==> src/rtl/cpu_core_pkg.sv <==
// Shared definitions for the cpu_core multi-cycle load/store processor:
// opcodes, instruction field positions, FSM states and small helpers.
package cpu_core_pkg;

  localparam int OP_MSB = 31;
  localparam int OP_LSB = 28;
  localparam int RD_MSB = 27;
  localparam int RD_LSB = 24;
  localparam int RS_MSB = 23;
  localparam int RS_LSB = 20;
  localparam int RT_MSB = 19;
  localparam int RT_LSB = 16;
  localparam int IMM_MSB = 15;

  localparam logic [3:0] OP_NOP   = 4'h0;
  localparam logic [3:0] OP_ADD   = 4'h1;
  localparam logic [3:0] OP_SUB   = 4'h2;
  localparam logic [3:0] OP_AND   = 4'h3;
  localparam logic [3:0] OP_OR    = 4'h4;
  localparam logic [3:0] OP_XOR   = 4'h5;
  localparam logic [3:0] OP_ADDI  = 4'h6;
  localparam logic [3:0] OP_LUI   = 4'h7;
  localparam logic [3:0] OP_LOAD  = 4'h8;
  localparam logic [3:0] OP_STORE = 4'h9;
  localparam logic [3:0] OP_BEQ   = 4'hA;
  localparam logic [3:0] OP_BNE   = 4'hB;
  localparam logic [3:0] OP_JMP   = 4'hC;
  localparam logic [3:0] OP_SLT   = 4'hD;
  localparam logic [3:0] OP_MUL   = 4'hE;
  localparam logic [3:0] OP_HALT  = 4'hF;

  typedef enum logic [2:0] {
    ST_FETCH,
    ST_EXEC,
    ST_MEM,
    ST_WREL,
    ST_HALT
  } state_e;

  function automatic logic [31:0] sext16(input logic [15:0] v);
    return {{16{v[15]}}, v};
  endfunction

endpackage

==> src/rtl/cpu_core_alu.sv <==
// Combinational ALU for cpu_core: result, equality and signed less-than.
// MUL is only present when CPU_MUL_EN is defined.
module cpu_core_alu
  import cpu_core_pkg::*;
(
  input  logic [3:0]  op_i,
  input  logic [31:0] a_i,
  input  logic [31:0] b_i,
  output logic [31:0] result_o,
  output logic        eq_o,
  output logic        lt_o
);

  always_comb begin
    // Address generation for LOAD/STORE and ADDI fall through to the adder
    result_o = a_i + b_i;
    case (op_i)
      OP_SUB: result_o = a_i - b_i;
      OP_AND: result_o = a_i & b_i;
      OP_OR:  result_o = a_i | b_i;
      OP_XOR: result_o = a_i ^ b_i;
      OP_LUI: result_o = {b_i[15:0], 16'h0000};
`ifdef CPU_MUL_EN
      OP_MUL: result_o = a_i * b_i;
`endif
      default: result_o = a_i + b_i;
    endcase
  end

  assign eq_o = (a_i == b_i);
  assign lt_o = ($signed(a_i) < $signed(b_i));

endmodule

==> src/rtl/cpu_core.sv <==
// Multi-cycle 32-bit load/store CPU, sole master of the memory bus.
// Optional multiply on opcode E is enabled by defining CPU_MUL_EN.
module cpu_core
  import cpu_core_pkg::*;
#(
  parameter logic [31:0] RESET_PC = 32'h0,
  parameter int          NREGS    = 16
) (
  input  logic        clk,
  input  logic        reset,
  output logic        rw,
  output logic [31:0] address_bus,
  input  logic [31:0] data_from_mem,
  output logic [31:0] data_to_mem
);

  state_e      state_q;
  logic [31:0] pc_q, ir_q, addr_q, dout_q;
  logic        rw_q;
  logic        halted;
  logic [31:0] regs_q [NREGS];

  logic [3:0]  op, rd, rs, rt;
  logic [31:0] sx, rd_val, rs_val, rt_val;
  logic [31:0] alu_a, alu_b, alu_y, wb_d, pc_d;
  logic        eq, lt, is_branch, is_rtype, writes_rd;

  assign op = ir_q[OP_MSB:OP_LSB];
  assign rd = ir_q[RD_MSB:RD_LSB];
  assign rs = ir_q[RS_MSB:RS_LSB];
  assign rt = ir_q[RT_MSB:RT_LSB];
  assign sx = sext16(ir_q[IMM_MSB:0]);

  assign rd_val = (rd == 4'd0) ? 32'h0 : regs_q[rd];
  assign rs_val = (rs == 4'd0) ? 32'h0 : regs_q[rs];
  assign rt_val = (rt == 4'd0) ? 32'h0 : regs_q[rt];

  assign is_branch = (op == OP_BEQ) || (op == OP_BNE);
  assign is_rtype  = (op inside {OP_ADD, OP_SUB, OP_AND, OP_OR, OP_XOR, OP_SLT, OP_MUL});

  // Branches compare rd against rs; everything else uses rs with rt or the immediate
  assign alu_a = is_branch ? rd_val : rs_val;
  assign alu_b = is_branch ? rs_val : (is_rtype ? rt_val : sx);

  cpu_core_alu u_alu (
    .op_i    (op),
    .a_i     (alu_a),
    .b_i     (alu_b),
    .result_o(alu_y),
    .eq_o    (eq),
    .lt_o    (lt)
  );

  assign wb_d = (op == OP_SLT) ? {31'b0, lt} : alu_y;

  always_comb begin
    writes_rd = op inside {OP_ADD, OP_SUB, OP_AND, OP_OR, OP_XOR, OP_ADDI, OP_LUI, OP_SLT};
`ifdef CPU_MUL_EN
    if (op == OP_MUL) writes_rd = 1'b1;
`endif
  end

  always_comb begin
    pc_d = pc_q;
    if (op == OP_JMP)
      pc_d = {16'h0000, ir_q[IMM_MSB:0]};
    else if ((op == OP_BEQ && eq) || (op == OP_BNE && !eq))
      pc_d = pc_q + sx;
  end

  always_ff @(posedge clk) begin
    if (reset) begin
      state_q <= ST_FETCH;
      pc_q    <= RESET_PC;
      ir_q    <= '0;
      rw_q    <= 1'b1;
      addr_q  <= RESET_PC;
      dout_q  <= '0;
      halted  <= 1'b0;
      for (int i = 0; i < NREGS; i++) regs_q[i] <= '0;
    end else begin
      case (state_q)
        ST_FETCH: begin
          ir_q    <= data_from_mem;
          pc_q    <= pc_q + 32'd1;
          state_q <= ST_EXEC;
        end
        ST_EXEC: begin
          case (op)
            OP_LOAD: begin
              addr_q  <= alu_y;
              state_q <= ST_MEM;
            end
            OP_STORE: begin
              addr_q  <= alu_y;
              dout_q  <= rd_val;
              rw_q    <= 1'b0;
              state_q <= ST_MEM;
            end
            OP_HALT: begin
              halted  <= 1'b1;
              state_q <= ST_HALT;
            end
            default: begin
              if (writes_rd && rd != 4'd0) regs_q[rd] <= wb_d;
              pc_q    <= pc_d;
              addr_q  <= pc_d;
              state_q <= ST_FETCH;
            end
          endcase
        end
        ST_MEM: begin
          if (op == OP_LOAD) begin
            if (rd != 4'd0) regs_q[rd] <= data_from_mem;
            addr_q  <= pc_q;
            state_q <= ST_FETCH;
          end else begin
            // Close the write strobe but keep address/data for one more clock
            rw_q    <= 1'b1;
            state_q <= ST_WREL;
          end
        end
        ST_WREL: begin
          addr_q  <= pc_q;
          state_q <= ST_FETCH;
        end
        ST_HALT: state_q <= ST_HALT;
        default: state_q <= ST_FETCH;
      endcase
    end
  end

  assign rw          = rw_q;
  assign address_bus = addr_q;
  assign data_to_mem = dout_q;

endmodule

==> config.mk <==
export PLATFORM = sky130hd
export DESIGN_NAME = cpu_core
export DESIGN_NICKNAME = d
export VERILOG_FILES = /design/src/rtl/cpu_core_pkg.sv /design/src/rtl/cpu_core_alu.sv /design/src/rtl/cpu_core.sv
export SDC_FILE = /design/constraint.sdc
export NUM_CORES = 2
export LEC_CHECK = 0
export ABC_AREA = 1
export CORE_UTILIZATION = 40
export CTS_CLUSTER_SIZE = 40
export DETAILED_ROUTE_END_ITERATION = 8
export PLACE_DENSITY = 0.53
export RECOVER_POWER = 25
export SETUP_SLACK_MARGIN = 0.5
export SLEW_MARGIN = 0
export SYNTH_ARGS = -nofsm -noshare
export SYNTH_HDL_FRONTEND = slang
export SYNTH_HIERARCHICAL = 1
export SYNTH_SLANG_ARGS = --single-unit
==> constraint.sdc <==
create_clock -name clk -period 11.2 [get_ports clk]
set_input_delay 1.12 -clock clk [delete_from_list [all_inputs] [get_ports clk]]
set_output_delay 1.12 -clock clk [all_outputs]
set_load 0.05 [all_outputs]
==> summary.md <==
| Metric | Value |
|---|---|
| Clock skew | `roughly 37 ps` |
| Synthesized area per cell | `6.84 um^2` |
| Area of the multi-input gates | `approximately 25000 um^2` |
| RSZ-0062 raised after global routing | `false` |
| Initial core utilization | `between 40% and 50%` |
| Max Fclk | `approximately 110 MHz` |
| I/O Buffers | `between 90 and 100` |
| Minimum clock period after layout | `a little over 9000 ps` |
| Worst hold path class | `flip-flop to flip-flop` |
| # Post-CTS Setup Buffers | `0` |
| Power density cells | `around 190 nW/um^2` |
| Die Span Y | `352 um` |
| CP bufs+invs | `4` |
| #FFs+latches synth | `656` |
| First-pass GRT wire length | `approximately 330 mm` |
| Placer Congestion | `0.979` |
| Clock Latency Late Sink | `between 600 and 700 ps` |
| Most used DFF post-synth | `edfxtp_1` |
| Crit-path max FO | `65` |
| Worst-path clk slew | `60 ps` |
| Post-synth EDFFs | `just over 500` |
| Cell family with most CP delay | `buffers and inverters` |
| Sequential cell area | `approximately 18000 um^2` |
| Dpl hpwl | `147 mm` |
| Failing checks | `capacitance limit, slew limit` |
| Final period util | `about 82%` |
| Relative slew slack | `-192%` |
| # nets final | `7080` |
| Most common cell after layout, fill and taps aside | `nand2_1` |
| Initial antenna violation count | `2` |
| Lkg Pwr | `22.3 nW` |
| Worst slew pin tran | `between 4000 and 5000 ps` |
| Fill cells | `12460` |
| CTS tree | `built` |
| Boundary Pins | `99` |
| Largest net degree at the start of global routing | `202` |
| Critical path origin | `reset` |
| Cell mode on critical path | `clkbuf_1` |
| Mapped cell area | `approximately 49000 um^2` |
| DRT iter0 DRCs | `about 8000` |
| Cts hold-fix bufs | `0` |
| Root buf cell | `clkbuf_16` |
| Post-Route WL | `between 200 and 250 mm` |
| Max-cap check violation count | `7` |
| Mapped Cells | `roughly 7000` |
| Routed via count | `52065` |
| Count of cell types in the netlist | `between 50 and 60` |
| CP Cell Sequence | `clkbuf_1 > inv_4 > clkbuf_1 > nand2_2 > clkbuf_1` |
| CP endpoint kind | `flip-flop` |
| Setup Crit Path Kind | `input port to flip-flop` |
| Outcome | `finished with violations` |
| Resized Gates After CTS | `0` |
| Share of layout cells above drive strength 1 | `between 4 and 5%` |
| CTS H-tree lvls | `3` |
| Clock Tree Buf Depth | `3` |
| Seq/Total Area, Yosys | `37.4%` |
| CTS sink count | `656` |
| Die Area | `about 120000 um^2` |
| Critical Path Start Type | `input port` |
| Critical Path RT | `11360 ps` |
| Worst EP arrival | `between 9000 and 10000 ps` |
| Vias per cell | `6.06` |
| Die Wd | `352 um` |
| Hold Path Origin | `address_bus[16]$_SDFFE_PP0P_` |
| DRT antenna net count | `0` |
| Wire per inst | `around 27 um` |
| Cts bufs inserted | `83` |
| Hold Slack | `roughly 510 ps` |
| Ys Warns | `6` |
| Setup tns final | `0 ps` |
| Final Hold Viols | `0` |
| Commonest non-fill, non-tap cells in the layout | `nand2_1, o21ai_0, nor2_1` |
| Placeable Area | `around 120000 um^2` |
| Vias in the first global route | `47446` |
| Critical path's slowest cell | `clkbuf_1` |
| Global route overflow | `0` |
| Peak supply drop | `122 uV` |
| Max Transition Viols Final | `252` |
| # DRC | `0` |
| Slowest stage delay, CP | `between 3000 and 4000 ps` |
| GRT Resource Usage Total | `between 30% and 40%` |
| Ant. Diodes | `0` |
| Rows | `around 130` |
| Post-synthesis async set-or-reset flop share | `0%` |
| Area Overhead vs Synth | `8.89%` |
| Endpoints failing setup | `0` |
| Initial DRT Pass Iterations | `8` |
## report_power, final
group / switching [mW] / internal [mW]
Sequential: 0.184 / 2.75
Combinational: 3.39 / 1.02
Clock: 1.16 / 1.53
## worst reg2reg max path: stages, from the launching register on
cell      delay (ps)
dfxtp_4          940
buf_4            930
o21ai_0          190
o21ai_0          190
o211ai_1         100
nand2_1          200
nand2_1          210
o21ai_0          810
inv_1            110
ha_1             590
nor2_1           270
nand2_1          180
nor3_4           220
nand4_1          270
nor2_1           240
xor2_1           160
nand2_1           60
buf_4            280
inv_2            580
nand2_1          110
o21ai_0          460
nand2_1          150
nand2_1          100
nand2_1           60
a21oi_1          110
## area by class of cell
class	count	area share [%]
Clock buffer	107	4.21
Clock inverter	46	0.776
Inverter	806	5.70
Multi-Input combinational cell	5175	47.9
Sequential cell	656	34.4
Tap cell	1612	3.79
Timing Repair Buffer	193	3.27
## kinds of logic (layout without fill, tap and decap cells)
logic type / count (synthesis) / after routing / synth area share (%)
buffers and inverters: 1348 / 1152 / 11.0
flip-flops: 656 / 656 / 37.4
AO/OA/AOI/OAI: 2187 / 2187 / 24.1
adder cells (fa/ha/maj): 131 / 131 / 3.40
other: 1 / 32 / 0.00767
XOR/XNOR: 45 / 45 / 0.806
AND/OR/NAND/NOR: 2780 / 2780 / 23.4
## final timing paths
kind                                       end  slack (ps)  cells past startpoint
setup / recovery   regs_q[3][29]$_SDFFCE_PN0P_        1990                      5
hold / removal    address_bus[16]$_SDFFE_PP0P_         510                      2
setup reg to reg  address_bus[17]$_SDFFE_PP0P_        3600                     24
hold reg to reg   address_bus[16]$_SDFFE_PP0P_         510                      2
## metrics by stage
step / instance area, um^2 / worst slack [ps] / std cells / power (mW) / util, %
after floorplan: 49000 / 6990 / 7179 / 5.63 / -
after global placement: 50600 / 3880 / 8442 / 7.24 / 42.0
after detailed placement: 50600 / 3880 / 8442 / 7.24 / 42.0
after CTS: 53300 / 3860 / 8595 / 9.92 / 44.2
after global routing: 53200 / 2200 / 8595 / 10.5 / 44.1
final: 53200 / 1990 / 8595 / 10.0 / 44.1
## sequential cells by signal (all words and copies together), names as in the netlist, named ones only
| signal | cells |
|---|---|
| address_bus | 32 |
| data_to_mem | 32 |
| ir_q | 32 |
| pc_q | 32 |
| regs_q | 512 |
| rw | 1 |
| state_q | 3 |
## Yosys cell counts (37+ instances only)
cell / n / area (um^2)
a21oi_1: 745 / 3730
o22ai_1: 100 / 626
buf_1: 45 / 169
xor2_1: 37 / 324
o211ai_1: 202 / 1520
nand2_1: 1205 / 4520
inv_1: 784 / 2940
nor2_1: 934 / 3510
buf_2: 87 / 435
o21ai_0: 1074 / 5380
ha_1: 128 / 1600
clkbuf_1: 376 / 1410
edfxtp_1: 512 / 15400
dfxtp_1: 144 / 2880
nand3_1: 531 / 2660
## per-layer routing
metal  track usage, %  wire (um)  vias to the layer above
met2             54.1      96900                     3325
met3             8.04      27800                      629
li1                 -          -                    23608
met5                0         30                        -
met1             50.5      95100                    24499
met4             21.7      15300                        4
Power figures use the tool's default switching activity.
